### src/rtl/seg7_if.sv
// seg7_if: BCD digit frame in, multiplexed active-low seven-segment drive out.
interface seg7_if;
  logic [15:0] digits;
  logic [3:0] dp_in;
  logic [3:0] blink_en;
  logic blank_lz;
  logic [6:0] seg_n;
  logic dp_n;
  logic [3:0] an_n;
  logic frame_start;
  modport master(output digits, dp_in, blink_en, blank_lz, input seg_n, dp_n, an_n, frame_start);
  modport slave(input digits, dp_in, blink_en, blank_lz, output seg_n, dp_n, an_n, frame_start);
endinterface

### src/rtl/seg7_scan_driver.sv
// seg7_scan_driver: four-digit multiplexed seven-segment driver with blink and leading-zero blanking.
module seg7_scan_driver #(
  parameter int IN_CLK_HZ = 50_000_000,
  parameter int SCAN_HZ = 1000,
  parameter int GUARD_CYCLES = 16,
  parameter int BLINK_HZ = 2
) (
  input logic clk,
  input logic rst,
  seg7_if.slave bus
);
  localparam int SLOT = IN_CLK_HZ / SCAN_HZ;
  localparam int BLINK_HALF = IN_CLK_HZ / (2 * BLINK_HZ);
  localparam int CW = SLOT > 1 ? $clog2(SLOT) : 1;
  localparam int BW = BLINK_HALF > 1 ? $clog2(BLINK_HALF) : 1;
  generate
    if (GUARD_CYCLES >= SLOT) begin : g_bad_guard
      $error("GUARD_CYCLES must be smaller than the slot length");
    end
  endgenerate
  logic [CW-1:0] cnt;
  logic [1:0] idx;
  logic [BW-1:0] bcnt;
  logic bph;
  logic [15:0] frm;
  logic [3:0] frm_dp;
  logic [3:0] frm_blk;
  logic frm_lz;
  logic slot_end;
  logic blink_end;
  logic guard;
  logic [3:0] nib;
  logic [3:0] lz_blank;
  logic blank;
  logic [6:0] seg;
  assign slot_end = cnt == CW'(SLOT - 1);
  assign blink_end = bcnt == BW'(BLINK_HALF - 1);
  assign guard = cnt < CW'(GUARD_CYCLES);
  assign nib = frm[{idx, 2'b00} +: 4];
  // a digit is a leading zero only if it and every digit to its left are zero
  always_comb begin
    lz_blank = '0;
    lz_blank[3] = frm_lz && frm[15:12] == 4'd0;
    lz_blank[2] = lz_blank[3] && frm[11:8] == 4'd0;
    lz_blank[1] = lz_blank[2] && frm[7:4] == 4'd0;
  end
  assign blank = lz_blank[idx] | (frm_blk[idx] & bph);
  always_comb begin
    seg = 7'b0111111;
    case (nib)
      4'd0: seg = 7'b1000000;
      4'd1: seg = 7'b1111001;
      4'd2: seg = 7'b0100100;
      4'd3: seg = 7'b0110000;
      4'd4: seg = 7'b0011001;
      4'd5: seg = 7'b0010010;
      4'd6: seg = 7'b0000010;
      4'd7: seg = 7'b1111000;
      4'd8: seg = 7'b0000000;
      4'd9: seg = 7'b0010000;
      default: seg = 7'b0111111;
    endcase
  end
  always_ff @(posedge clk) begin
    if (rst) begin
      cnt <= '0;
      idx <= '0;
      bcnt <= '0;
      bph <= 1'b0;
      frm <= '0;
      frm_dp <= '0;
      frm_blk <= '0;
      frm_lz <= 1'b0;
      bus.seg_n <= '1;
      bus.dp_n <= 1'b1;
      bus.an_n <= '1;
      bus.frame_start <= 1'b0;
    end else begin
      cnt <= slot_end ? '0 : cnt + 1'b1;
      idx <= slot_end ? idx + 1'b1 : idx;
      bcnt <= blink_end ? '0 : bcnt + 1'b1;
      bph <= blink_end ? ~bph : bph;
      // capture only at the end of the last slot so a frame never tears
      if (slot_end && idx == 2'd3) begin
        frm <= bus.digits;
        frm_dp <= bus.dp_in;
        frm_blk <= bus.blink_en;
        frm_lz <= bus.blank_lz;
      end
      bus.seg_n <= blank ? '1 : seg;
      bus.dp_n <= blank | ~frm_dp[idx];
      bus.an_n <= guard ? '1 : ~(4'b0001 << idx);
      bus.frame_start <= idx == 2'd0 && cnt == '0;
    end
  end
endmodule

### src/flat_wrapper.sv
// flat-port wrapper written by rule: the top's interface ports become plain ports
module seg7_scan_driver_flat 
#(
  parameter int IN_CLK_HZ = 50_000_000,
  parameter int SCAN_HZ = 1000,
  parameter int GUARD_CYCLES = 16,
  parameter int BLINK_HZ = 2
)
  (clk, rst, bus_digits, bus_dp_in, bus_blink_en, bus_blank_lz, bus_seg_n, bus_dp_n, bus_an_n, bus_frame_start);
  seg7_if bus_i ();
  input logic clk;
  input logic rst;
  input wire logic [$bits(bus_i.digits)-1:0] bus_digits;
  input wire logic [$bits(bus_i.dp_in)-1:0] bus_dp_in;
  input wire logic [$bits(bus_i.blink_en)-1:0] bus_blink_en;
  input wire logic [$bits(bus_i.blank_lz)-1:0] bus_blank_lz;
  output wire logic [$bits(bus_i.seg_n)-1:0] bus_seg_n;
  output wire logic [$bits(bus_i.dp_n)-1:0] bus_dp_n;
  output wire logic [$bits(bus_i.an_n)-1:0] bus_an_n;
  output wire logic [$bits(bus_i.frame_start)-1:0] bus_frame_start;
  assign bus_i.digits = bus_digits;
  assign bus_i.dp_in = bus_dp_in;
  assign bus_i.blink_en = bus_blink_en;
  assign bus_i.blank_lz = bus_blank_lz;
  assign bus_seg_n = bus_i.seg_n;
  assign bus_dp_n = bus_i.dp_n;
  assign bus_an_n = bus_i.an_n;
  assign bus_frame_start = bus_i.frame_start;
  seg7_scan_driver #(.IN_CLK_HZ(IN_CLK_HZ), .SCAN_HZ(SCAN_HZ), .GUARD_CYCLES(GUARD_CYCLES), .BLINK_HZ(BLINK_HZ)) u_core (.clk(clk), .rst(rst), .bus(bus_i));
endmodule
### config.mk
export PLATFORM = sky130hd
export DESIGN_NAME = seg7_scan_driver_flat
export DESIGN_NICKNAME = d
export VERILOG_FILES = /design/src/rtl/seg7_if.sv /design/src/rtl/seg7_scan_driver.sv /design/src/flat_wrapper.sv
export SDC_FILE = /design/constraint.sdc
export NUM_CORES = 1
export LEC_CHECK = 0
export BUFFER_PORTS_ARGS = -buffer_cell sky130_fd_sc_hd__buf_2
export CORE_ASPECT_RATIO = 0.6
export CORE_UTILIZATION = 53
export DETAILED_ROUTE_END_ITERATION = 8
export PLACE_DENSITY = 0.84
export SLEW_MARGIN = 20
export SYNTH_ARGS = -nofsm -noshare
export SYNTH_HDL_FRONTEND = slang
export SYNTH_SLANG_ARGS = --single-unit
### constraint.sdc
create_clock -name clk -period 2.08 [get_ports clk]
set_input_delay 0.208 -clock clk [delete_from_list [all_inputs] [get_ports clk]]
set_output_delay 0.208 -clock clk [all_outputs]
set_load 0.05 [all_outputs]
======== Yosys cells after proc, flatten, opt, wreduce, memory -nomap -nowiden ========
Memories as Yosys holds them, arrays and structs flattened. A register that Yosys moved wholly into a read port is not among the register bits.
Cells that the tools add are included.
operators by class
  shifts and indexed selects .............. 2
  muxes and demuxes ....................... 6
  equality and inequality tests ........... 3
  add/sub/neg operators ................... 3
  reductions and logical operators ........ 14
  bitwise operators ....................... 6
  $lt $le $gt $ge ......................... 2
operators with widths
  operator                                                                       count
  24-bit by 1-bit adder with 24-bit output, second input constant                1
  24-bit == test, second input constant                                          1
  16-bit by 1-bit adder with 16-bit output, second input constant                1
  16-bit == test, second input constant                                          1
  16-bit logical NOT                                                             1
  16-bit by 5-bit less-than comparator with 1-bit output, second input constant  1
  16-bit by 5-bit indexed part select with 4-bit output                          1
  4-bit logical NOT                                                              3
  2-bit OR reduction                                                             4
  1-bit binary-select mux with 2-bit select                                      3
  1-bit logical AND                                                              5
  4-bit NOT                                                                      1
  1-bit by 2-bit << shifter with 4-bit output, first input constant              1
  2-bit by 3-bit less-than comparator with 1-bit output, second input constant   1
  1-bit two-way mux                                                              3
  2-bit by 1-bit adder with 2-bit output, second input constant                  1
  2-bit == test, second input constant                                           1
  2-bit logical NOT                                                              1
  1-bit NOT                                                                      2
  1-bit bitwise OR                                                               2
  1-bit AND                                                                      1
storage, ports and cells
  memory bits (read-only) ................. 112
  bits in registers ....................... 74
  output and inout port bits .............. 13
  memories kept ........................... 1
  bits of input ports ..................... 27
  word-level logic and storage cells ...... 48
memory list
  memory            depth  bits a word  read ports  clocked after memory_dff  wr ports  line                    text
  (name not given)  16     7            1           1                         0         seg7_scan_driver.sv:50  case (nib)

======== Depth between registers and ports, before layout ========
Gate-level depths: netlist of the first run.
  word-level depth ........................ 8
  mapped depth ............................ 8
  gate-level depth less buffers ........... 7

======== Least setup slack after synthesis of the first run ========
Ideal clock, no wire load.
  path kind ............................... reg-to-reg
  start ................................... register u_core.cnt[10]
  end ..................................... register u_core.frm[10]
  cell stages (with the launch flop) ...... 7
  setup time .............................. 0.129 ns
  setup slack ............................. 0.047 ns
  arrival ................................. 1.904 ns
  buffers on the path ..................... 2
  cell sequence ........................... dfxtp_1 or4_1 or4_1 buf_6 buf_6 o31ai_2 a21oi_1
on the way
  cells in the longest elaborated chain, start to end .. 2
RTL lines
  element                 line                    text
  from (decl)             seg7_scan_driver.sv:21  logic [CW-1:0] cnt;
  from (signal assigned)  seg7_scan_driver.sv:79  cnt <= slot_end ? '0 : cnt + 1'b1;
  16-bit == test          seg7_scan_driver.sv:36  assign slot_end = cnt == CW'(SLOT - 1);
  1-bit logical AND       seg7_scan_driver.sv:84  if (slot_end && idx == 2'd3) begin
  to (signal assigned)    seg7_scan_driver.sv:85  frm <= bus.digits;
  to (decl)               seg7_scan_driver.sv:25  logic [15:0] frm;
No other way between the ends.
A chain may end at the register's enable or synchronous reset.

======== Final worst setup path of the first run ========
  start ................................... register u_core.cnt[10]
  end ..................................... register u_core.frm_blk[3]
on the way
  cells in the longest elaborated chain, start to end .. 2
RTL lines
  element               line                    text
  16-bit == test        seg7_scan_driver.sv:36
  1-bit logical AND     seg7_scan_driver.sv:84
  to (signal assigned)  seg7_scan_driver.sv:87  frm_blk <= bus.blink_en;
  to (decl)             seg7_scan_driver.sv:27  logic [3:0] frm_blk;
No other way between the ends.

==> impl_metrics.json, run 1 <==
{
  "cts_inserted_buffers": 9,
  "grt_pass1_wl_um": 16170,
  "pin_count": 40,
  "status": "finished, violations left",
  "r2r_cells": 5,
  "cts_tree": "yes",
  "antenna_found_initial": 0,
  "drive_gt1_frac": 0.2623,
  "reg2reg_to": "u_core.frm_blk[3]$_SDFFE_PP0P_",
  "hold_ws_ns": 0.1147,
  "fin_skew_ns": 0.01127,
  "routabilityCongestion": 0.8647,
  "first_pass_iters": 5,
  "start_util": 0.5516,
  "powerDensity_nw_per_um2": 693.2,
  "cap_violations": 0,
  "root_buffer": "clkbuf_16",
  "clock_latency_ns": 0.35,
  "relSlewSlack": 0.5202,
  "final_common_cell": "dfxtp_1",
  "drtIter0Drc": 383,
  "tightest_slew_ns": 0.7196,
  "synthArstFlopShare": 0,
  "synthCells": 437,
  "area_delta_synth_final_pct": 17.89,
  "syn-cell-area_sq_um": 4041,
  "hold-path-cell-count": 3,
  "crit_fanout": 14,
  "vias": 3609,
  "antennaDiodeCount": 0,
  "crit_path_start_kind": "flop",
  "num_rows": 24,
  "cp.arrival_ns": 2.30,
  "postRouteWirelength_um": 10060,
  "path_clk_slew_ns": 0.07,
  "postRouteAntennaNets": 0,
  "finalHoldViolCount": 0,
  "drc_errors": 0,
  "fin_crit_ns": 2.115,
  "tns_ns": -0.03714,
  "fin_crit_sh": 1.017,
  "postLayoutCoreUtil": 0.6503,
  "fin_nets": 525,
  "grt-ovfl-total": 0,
  "cts_sinks": 81,
  "dieArea_sq_um": 7990,
  "rr_startpoint": "u_core.cnt[10]$_SDFF_PP0_",
  "synth_flop_cell": "dfxtp_1",
  "htreeDepth": 3,
  "dieWidth_um": 114.7,
  "grt_max_degree": 40,
  "mostFrequentLayoutCells": "79 x dfxtp_1, 41 x nand4_1, 41 x a21oi_1",
  "synth-edff-count": 0,
  "ys_warn_count": 0,
  "die_y_um": 69.64,
  "endpoint": "u_core.frm_blk[3]$_SDFFE_PP0P_",
  "startpoint": "u_core.cnt[10]$_SDFF_PP0_",
  "setup_viol": 2,
  "core_sq_um": 7327,
  "endpoint_kind": "flop",
  "p_total_uw": 3303,
  "yosysUniqueCellTypes": 46,
  "synth_area_per_cell_sq_um": 9.248,
  "io_buffers": 39,
  "wire_per_inst_um": 16.99,
  "ir_drop_mv": 0.4632,
  "ys_seq_area_frac": 0.4012,
  "synth_seq_cells": 81,
  "cts_setup_buffers": 0,
  "clk_path_buf_depth": 2,
  "layout_setup_ws_ns": -0.03464,
  "setup.worst_path.class": "reg2reg",
  "vias_per_cell": 6.096,
  "syn-num-nets": 476,
  "final_max_slew_viol_count": 0,
  "dp_hpwl_um": 6870,
  "grtUsageTotal": 0.2624,
  "r2r_slack_ns": -0.03,
  "leakage_uw": 0.001637,
  "grt_setup_unrepaired": "true",
  "min_path_type": "in2reg",
  "fmax_mhz": 472.9,
  "grt_pass1_vias": 3346,
  "failed_checks": "negative setup slack",
  "worst_ep_required_time_ns": 2.26
}
## per-layer routing
layer / vias to the layer above / share of wire / track usage
met1: 1713 / 0.45 / 0.3575
met3: 28 / 0.078 / 0.07692
met5: - / 0 / 0
met2: 164 / 0.45 / 0.3886
li1: 1704 / - / -
met4: 0 / 0.020 / 0.1068
## Yosys cell counts (2+ instances only)
library cell / number / area, sq um
buf_6: 12 / 135.1
mux4_2: 6 / 135.1
ha_1: 12 / 150.1
xor2_1: 11 / 96.34
and2_1: 2 / 12.51
xnor2_1: 12 / 105.1
or4b_2: 3 / 30.03
nand4_1: 41 / 256.5
or3_1: 8 / 50.05
nand2b_1: 3 / 18.77
or4_1: 8 / 60.06
clkbuf_1: 14 / 52.55
nor3_1: 6 / 30.03
o31ai_1: 13 / 97.59
nand2_1: 15 / 56.30
o21ai_0: 11 / 55.05
and4_1: 5 / 43.79
a21oi_1: 41 / 205.2
buf_2: 3 / 15.01
or2_2: 2 / 12.51
o31ai_2: 17 / 212.7
nand3_1: 23 / 115.1
and3_1: 3 / 18.77
o211ai_1: 4 / 30.03
dfxtp_1: 81 / 1622
buf_4: 2 / 15.01
inv_1: 16 / 60.06
nor4_1: 7 / 43.79
nor2_1: 39 / 146.4
## layout make-up
class                           count  area [sq um]
Inverter                           17         63.81
Timing Repair Buffer               71         490.5
Sequential cell                    81          1624
Multi-Input combinational cell    306          2165
Tap cell                          104         130.1
Fill cell                         590          2562
Clock buffer                       11         252.7
Clock inverter                      2         38.79
## registers in the layout (all words and copies together), names as in the netlist
register                count
u_core.bcnt                24
u_core.cnt                 16
u_core.frm                 16
u_core.bus.seg_n            7
u_core.bus.an_n             4
u_core.frm_blk              4
u_core.frm_dp               4
u_core.idx                  2
u_core.bph                  1
u_core.bus.dp_n             1
u_core.bus.frame_start      1
u_core.frm_lz               1
## worst min-delay path by stage
stage | start | end
2_1_floorplan | bus_digits[12] | u_core.frm[12]$_SDFFE_PP0P_
3_3_place_gp | u_core.bcnt[0]$_SDFF_PP0_ | u_core.bcnt[0]$_SDFF_PP0_
3_5_place_dp | u_core.bcnt[0]$_SDFF_PP0_ | u_core.bcnt[0]$_SDFF_PP0_
4_1_cts | bus_digits[4] | u_core.frm[4]$_SDFFE_PP0P_
5_1_grt | bus_digits[5] | u_core.frm[5]$_SDFFE_PP0P_
6_report | bus_digits[5] | u_core.frm[5]$_SDFFE_PP0P_
## stage by stage
| stage | instance area [sq um] | worst slack, ns | cells |
|---|---|---|---|
| finish | 4765 | -0.03464 | 592 |
| global route | 4765 | -0.07137 | 592 |
| CTS | 4708 | -0.002932 | 591 |
| detailed placement | 4409 | -0.04166 | 578 |
| global placement | 4409 | 0.002355 | 578 |
| floorplan | 4041 | 0.04666 | 437 |
## critical path, cell delays in order, from the launching register on
cell and delay (ns):
dfxtp_2 0.32, or4_4 0.53, or4_4 0.58, buf_12 0.18, o31ai_2 0.23, a21oi_1 0.11
## cell families after synthesis
logic type               after synthesis  synth area share
AND/OR/NAND/NOR                      171            0.2325
AO/OA/AOI/OAI                         92            0.1666
flip-flops                            81            0.4012
buffers and inverters                 50           0.07399
XOR/XNOR                              23           0.04984
adder cells (fa/ha/maj)               12           0.03715
multiplexers                           8           0.03870
## report_power, final
part / internal [uW] / switching (uW)
Sequential: 1570 / 10.5
Clock: 979 / 608
Combinational: 52.2 / 83.5
## repair_timing
item / CTS / global route
hold buffers: 0 / 0
endpoints found under the setup margin: 27 / 28
pin swaps: 0 / 2
gates resized for setup: 2 / 8
endpoints found under the hold margin: 0 / 0
cloned: 0 / 1
Note: power is estimated with default switching activity, not from simulation.
==> run 2, diff against run 1 <==
REMOVE_ABC_BUFFERS = 1   (was not set)
==> run 2 against run 1 <==
The flow still finishes with violations (negative setup slack). Worst setup slack improved by 0.029 ns. Critical path depth unchanged. Die area unchanged. Clock skew decreased by 0.0012 ns. First-iteration DRC count decreased by 22%. Global-route usage decreased by 0.51 points. Register-to-register slack improved by 0.03 ns. Clock-buffer cell count unchanged. Sequential power about the same. Clock power decreased by 6%. Sequential share of layout area decreased by 0.23 points. Total power decreased by 2.4%.
==> impl_metrics.json, run 2 (synthesis gave the netlist of run 1 again) <==
{
  "status": "finished, violations left",
  "failed_checks": "negative setup slack",
  "grt_pass1_wl_um": 15730,
  "seqCellArea_sq_um": 1622,
  "clk_path_buf_depth": 2,
  "postRouteWirelength_um": 10050,
  "htreeDepth": 3,
  "placed_cells": 582,
  "cts_inserted_buffers": 9,
  "grt_pass1_vias": 3213,
  "worst_ep_required_time_ns": 2.28,
  "wire_per_inst_um": 16.87,
  "io_buffers": 39,
  "vias_per_cell": 5.980,
  "placed_area_sq_um": 4439,
  "dieWidth_um": 114.7,
  "start_util": 0.5516,
  "setup.worst_path.class": "reg2reg",
  "fin_crit_sh": 1.003,
  "fin_crit_ns": 2.086,
  "cp_cell_sequence": "or4_4 -> or4_4 -> clkbuf_16 -> o31ai_2 -> a21oi_1",
  "final_common_cell": "dfxtp_1",
  "r2r_slack_ns": -0.006,
  "max_stage_delay_ns": 0.61,
  "cap_violations": 0,
  "layoutNonFillerInstCount": 596,
  "cts_sinks": 81,
  "crit_path_start_kind": "flop",
  "drtIter0Drc": 298,
  "die_y_um": 69.64,
  "finalHoldViolCount": 0,
  "cp.arrival_ns": 2.29,
  "root_buffer": "clkbuf_16",
  "grt-ovfl-total": 0,
  "grtUsageTotal": 0.2573,
  "clock_latency_ns": 0.34,
  "path_clk_slew_ns": 0.06,
  "min_path_type": "in2reg",
  "postRouteAntennaNets": 0,
  "reg.largest.list": "u_core.bcnt: 24 flops, u_core.cnt: 16 flops, u_core.frm: 16 flops",
  "antenna_found_initial": 0,
  "endpoint_kind": "flop",
  "mostFrequentLayoutCells": "81 x dfxtp_1, 41 x nand4_1, 41 x a21oi_1",
  "grt_setup_unrepaired": "true",
  "dieArea_sq_um": 7990,
  "critPathMostFrequentCell": "or4_4",
  "fillCellCount": 585,
  "fmax_mhz": 479.4,
  "regMostFlops": "u_core.bcnt",
  "grt_max_degree": 30,
  "setup_viol": 1,
  "num_rows": 24,
  "multi_input_area_sq_um": 2156,
  "path_buf_inv": 1,
  "powerDensity_nw_per_um2": 672.9,
  "postLayoutCoreUtil": 0.6537,
  "largest_register_ffs": 24,
  "tightest_slew_ns": 0.4999,
  "fin_nets": 530,
  "area_delta_synth_final_pct": 18.51,
  "antennaDiodeCount": 0,
  "fin_skew_ns": 0.01005,
  "cts_tree": "yes",
  "routabilityCongestion": 0.8601,
  "cpLargestDelayFamily": "simple AND/OR/NAND/NOR gates",
  "slowest_stage": "or4_4",
  "vias": 3564,
  "ir_drop_mv": 0.5278,
  "layout_setup_ws_ns": -0.005888,
  "hold_ws_ns": 0.1205,
  "crit_fanout": 14,
  "relSlewSlack": 0.6667,
  "final_max_slew_viol_count": 0,
  "drive_gt1_frac": 0.2602,
  "place_ws_ns": -0.02455,
  "fin_area_sq_um": 4790,
  "core_sq_um": 7327,
  "dp_hpwl_um": 6744,
  "first_pass_iters": 4,
  "leakage_uw": 0.001660,
  "drc_errors": 0,
  "pin_count": 40
}
-- run 2: cell types whose count changed in the layout (fill, tap and decap cells not counted), sizes merged --
cell    previous run  this run
buf               70        74
inv               17        16
clkbuf            12        13
-- run 2: worst paths after layout --
check / depth (start not counted) / startpoint / endpoint
min: 3 / bus_digits[13] / u_core.frm[13]$_SDFFE_PP0P_
min reg2reg: 2 / u_core.frm_dp[2]$_SDFFE_PP0P_ / u_core.frm_dp[2]$_SDFFE_PP0P_
max: 5 / u_core.cnt[10]$_SDFF_PP0_ / u_core.frm_blk[0]$_SDFFE_PP0P_
max reg2reg: 5 / u_core.cnt[10]$_SDFF_PP0_ / u_core.frm_blk[0]$_SDFFE_PP0P_
-- run 2: routing by layer --
layer,global-route usage,vias up,wire [um]
met3,0.07955,19,953
met1,0.3671,1675,4547
met2,0.3744,156,4430
met4,0.07071,0,123
met5,0,-,0
li1,-,1714,-
-- run 2: through the flow --
stage                TNS [ns]  power, uW
floorplan              -21.83       1681
global placement            0       1744
detailed placement    -0.1482       1750
CTS                         0       3244
global route          -0.6900       3319
finish              -0.005888       3223
-- run 2: report_power, final --
group          internal (uW)  switching (uW)  total (uW)
registers               1570            10.1        1580
logic                   51.8            85.7         138
clock network            934             570        1500
-- run 2: area by class of cell --
cell class	count	share of cell area
tap	104	0.02717
multi-input combinational	306	0.4501
clock buffer	11	0.05068
sequential	81	0.3386
clock inverter	1	0.006270
timing repair buffer	76	0.1139
inverter	17	0.01332
-- run 2: worst register-to-register path: cells and delay by family (launching register included) --
kind | cells | cell delay [ns]
buf+inv | 1 | 0.23
compound gates | 2 | 0.28
flops | 1 | 0.31
simple gates | 2 | 1.14
-- run 2: timing repair --
item	in CTS	in global routing
gates cloned	0	2
endpoints found under the setup margin	20	24
resized for setup	1	5
hold buffers	0	0
setup buffers	0	0
pin swaps	0	4
==> run 3, diff against run 2 <==
PLACE_DENSITY = 0.77   (was 0.84)
==> run 3 against run 2 <==
Sequential share of layout area increased by 0.78 points. Worst setup slack improved by 0.12 ns. Highest routed layer unchanged. Sequential cell count unchanged. Sequential power about the same. Clock-buffer cell count is the same. The flow now finishes without violations. Combinational power shrank 4%. Worst hold slack gained 0.0065 ns. Total power down 3.0%. Critical path depth is 2 higher. Via count decreased by 2.3%. Design area decreased by 2.2%. First-iteration DRC count is 8.1% higher.
==> impl_metrics.json, run 3 (synthesis gave the netlist of run 1 again) <==
{
  "grt_pass1_wl_um": 15500,
  "postRouteWirelength_um": 9623,
  "path_buf_inv": 2,
  "combPwrFrac": 0.043,
  "fin_area_sq_um": 4686,
  "routabilityCongestion": 0.8841,
  "drc_errors": 0,
  "regMostFlops": "u_core.bcnt",
  "hold-path-cell-count": 3,
  "cts_sinks": 81,
  "path_clk_slew_ns": 0.06,
  "max_stage_delay_ns": 0.60,
  "crit_path_start_kind": "flop",
  "reg.largest.list": "u_core.bcnt: 24 flops, u_core.cnt: 16 flops, u_core.frm: 16 flops",
  "crit_fanout": 6,
  "status": "complete, no violations",
  "drive_gt1_frac": 0.2469,
  "crit_cells": 7,
  "powerDensity_nw_per_um2": 667.2,
  "critPathMostFrequentCell": "inv_1",
  "antennaDiodeCount": 0,
  "slowest_stage": "mux4_2",
  "cts_tree": "yes",
  "power_frac_seq": 0.506,
  "first_pass_iters": 5,
  "grt-ovfl-total": 0,
  "cp_cell_sequence": "mux4_2 -> inv_1 -> ha_1 -> inv_1 -> mux2_2 -> o21ai_0 -> nand3_1",
  "fin_nets": 524,
  "endpoint_kind": "flop",
  "final_common_cell": "dfxtp_1",
  "cts_setup_buffers": 0,
  "cap_violations": 0,
  "internal-power_uw": 2464,
  "fin_crit_sh": 0.9448,
  "grt_pass1_vias": 3062,
  "vias_per_cell": 5.900,
  "grtUsageTotal": 0.2542,
  "setup_viol": 0,
  "dieWidth_um": 114.7,
  "relSlewSlack": 0.5323,
  "fmax_mhz": 508.9,
  "p_sw_uw": 661.8,
  "dp_hpwl_um": 6688,
  "postRouteAntennaNets": 0,
  "start_util": 0.5516,
  "fin_skew_ns": 0.007050,
  "antenna_found_initial": 0,
  "drtIter0Drc": 322,
  "cp.arrival_ns": 2.17,
  "cpLargestDelayFamily": "multiplexers",
  "htreeDepth": 3,
  "min_path_type": "in2reg",
  "hold_buffers": 0,
  "root_buffer": "clkbuf_16",
  "layout_setup_ws_ns": 0.1149,
  "met2_length_um": 3995,
  "core_sq_um": 7327,
  "grt_max_degree": 40,
  "tightest_slew_ns": 0.7015,
  "top_layer": "met4",
  "place_ws_ns": -0.003320,
  "io_buffers": 39,
  "met1_length_um": 4774,
  "clk_path_buf_depth": 2,
  "num_rows": 24,
  "wire_per_inst_um": 16.31,
  "fin_crit_ns": 1.965,
  "mostFrequentLayoutCells": "80 x dfxtp_1, 41 x nand4_1, 41 x a21oi_1",
  "p_clk_frac": 0.451,
  "switching_share": 0.2117,
  "die_y_um": 69.64,
  "worst_ep_required_time_ns": 2.28,
  "final_max_slew_viol_count": 0,
  "r2r_cells": 7,
  "pin_count": 40,
  "ir_drop_mv": 0.5763,
  "dieArea_sq_um": 7990,
  "largest_register_ffs": 24,
  "route.met3.wl_um": 768,
  "setup.worst_path.class": "reg2reg",
  "vias": 3481,
  "placed_area_sq_um": 4389,
  "cts_inserted_buffers": 9,
  "clock_latency_ns": 0.34,
  "leakage_uw": 0.001608,
  "finalHoldViolCount": 0,
  "area_delta_synth_final_pct": 15.94
}
==> run 3: stage by stage <==
stage | hold slack, ns | instances | util | setup TNS (ns) | power [uW]
6_report | 0.1270 | 590 | 0.6395 | 0 | 3126
3_5_place_dp | 0.4569 | 577 | 0.5990 | -0.005689 | 1750
3_3_place_gp | 0.4389 | 577 | 0.5990 | 0 | 1745
2_1_floorplan | 0.2771 | 404 | - | -21.83 | 1681
5_1_grt | 0.1308 | 590 | 0.6395 | -0.001813 | 3219
4_1_cts | 0.1158 | 589 | 0.6347 | 0 | 3153
==> run 3: worst paths after layout <==
check,startpoint,end,slack [ns]
setup / recovery,u_core.idx[0]$_SDFFE_PP0P_,u_core.bus.seg_n[4]$_SDFF_PP1_,0.11
hold / removal,bus_digits[1],u_core.frm[1]$_SDFFE_PP0P_,0.13
setup reg to reg,u_core.idx[0]$_SDFFE_PP0P_,u_core.bus.seg_n[4]$_SDFF_PP1_,0.11
hold reg to reg,u_core.frm_blk[3]$_SDFFE_PP0P_,u_core.frm_blk[3]$_SDFFE_PP0P_,0.47
==> run 3: routing by layer <==
metal	GRT usage	vias to the layer above
li1	-	1705
met1	0.3863	1665
met2	0.3367	102
met3	0.09266	9
met4	0.05483	0
met5	0	-
==> run 3: worst register-to-register path: stages (launching register included) <==
cell and delay [ns]:
dfxtp_2 0.40, mux4_2 0.60, inv_1 0.11, ha_1 0.15
inv_1 0.05, mux2_2 0.25, o21ai_0 0.17, nand3_1 0.10
==> run 3: layout make-up <==
type / instances / area [sq um]
multi-input cells: 306 / 2141
fillers: 607 / 2641
well taps: 104 / 130.1
inverters: 17 / 63.81
clock inverters: 1 / 5.005
repair buffers: 70 / 470.5
flip-flops and latches: 81 / 1623
clock buffers: 11 / 252.7
==> run 3: power by group through the flow <==
stage | Sequential, uW | Clock [uW] | Combinational [uW]
after detailed placement | 1620 | 0 | 134
after CTS | 1580 | 1440 | 135
final | 1580 | 1410 | 133
after floorplan | 1640 | 0 | 36.5
after global routing | 1580 | 1490 | 145
after global placement | 1610 | 0 | 131
==> run 3: timing repair <==
action	CTS	global route
cloned	0	1
pin swaps	0	1
endpoints found under the hold margin	0	0
resized for setup	1	3
endpoints found under the setup margin	8	44
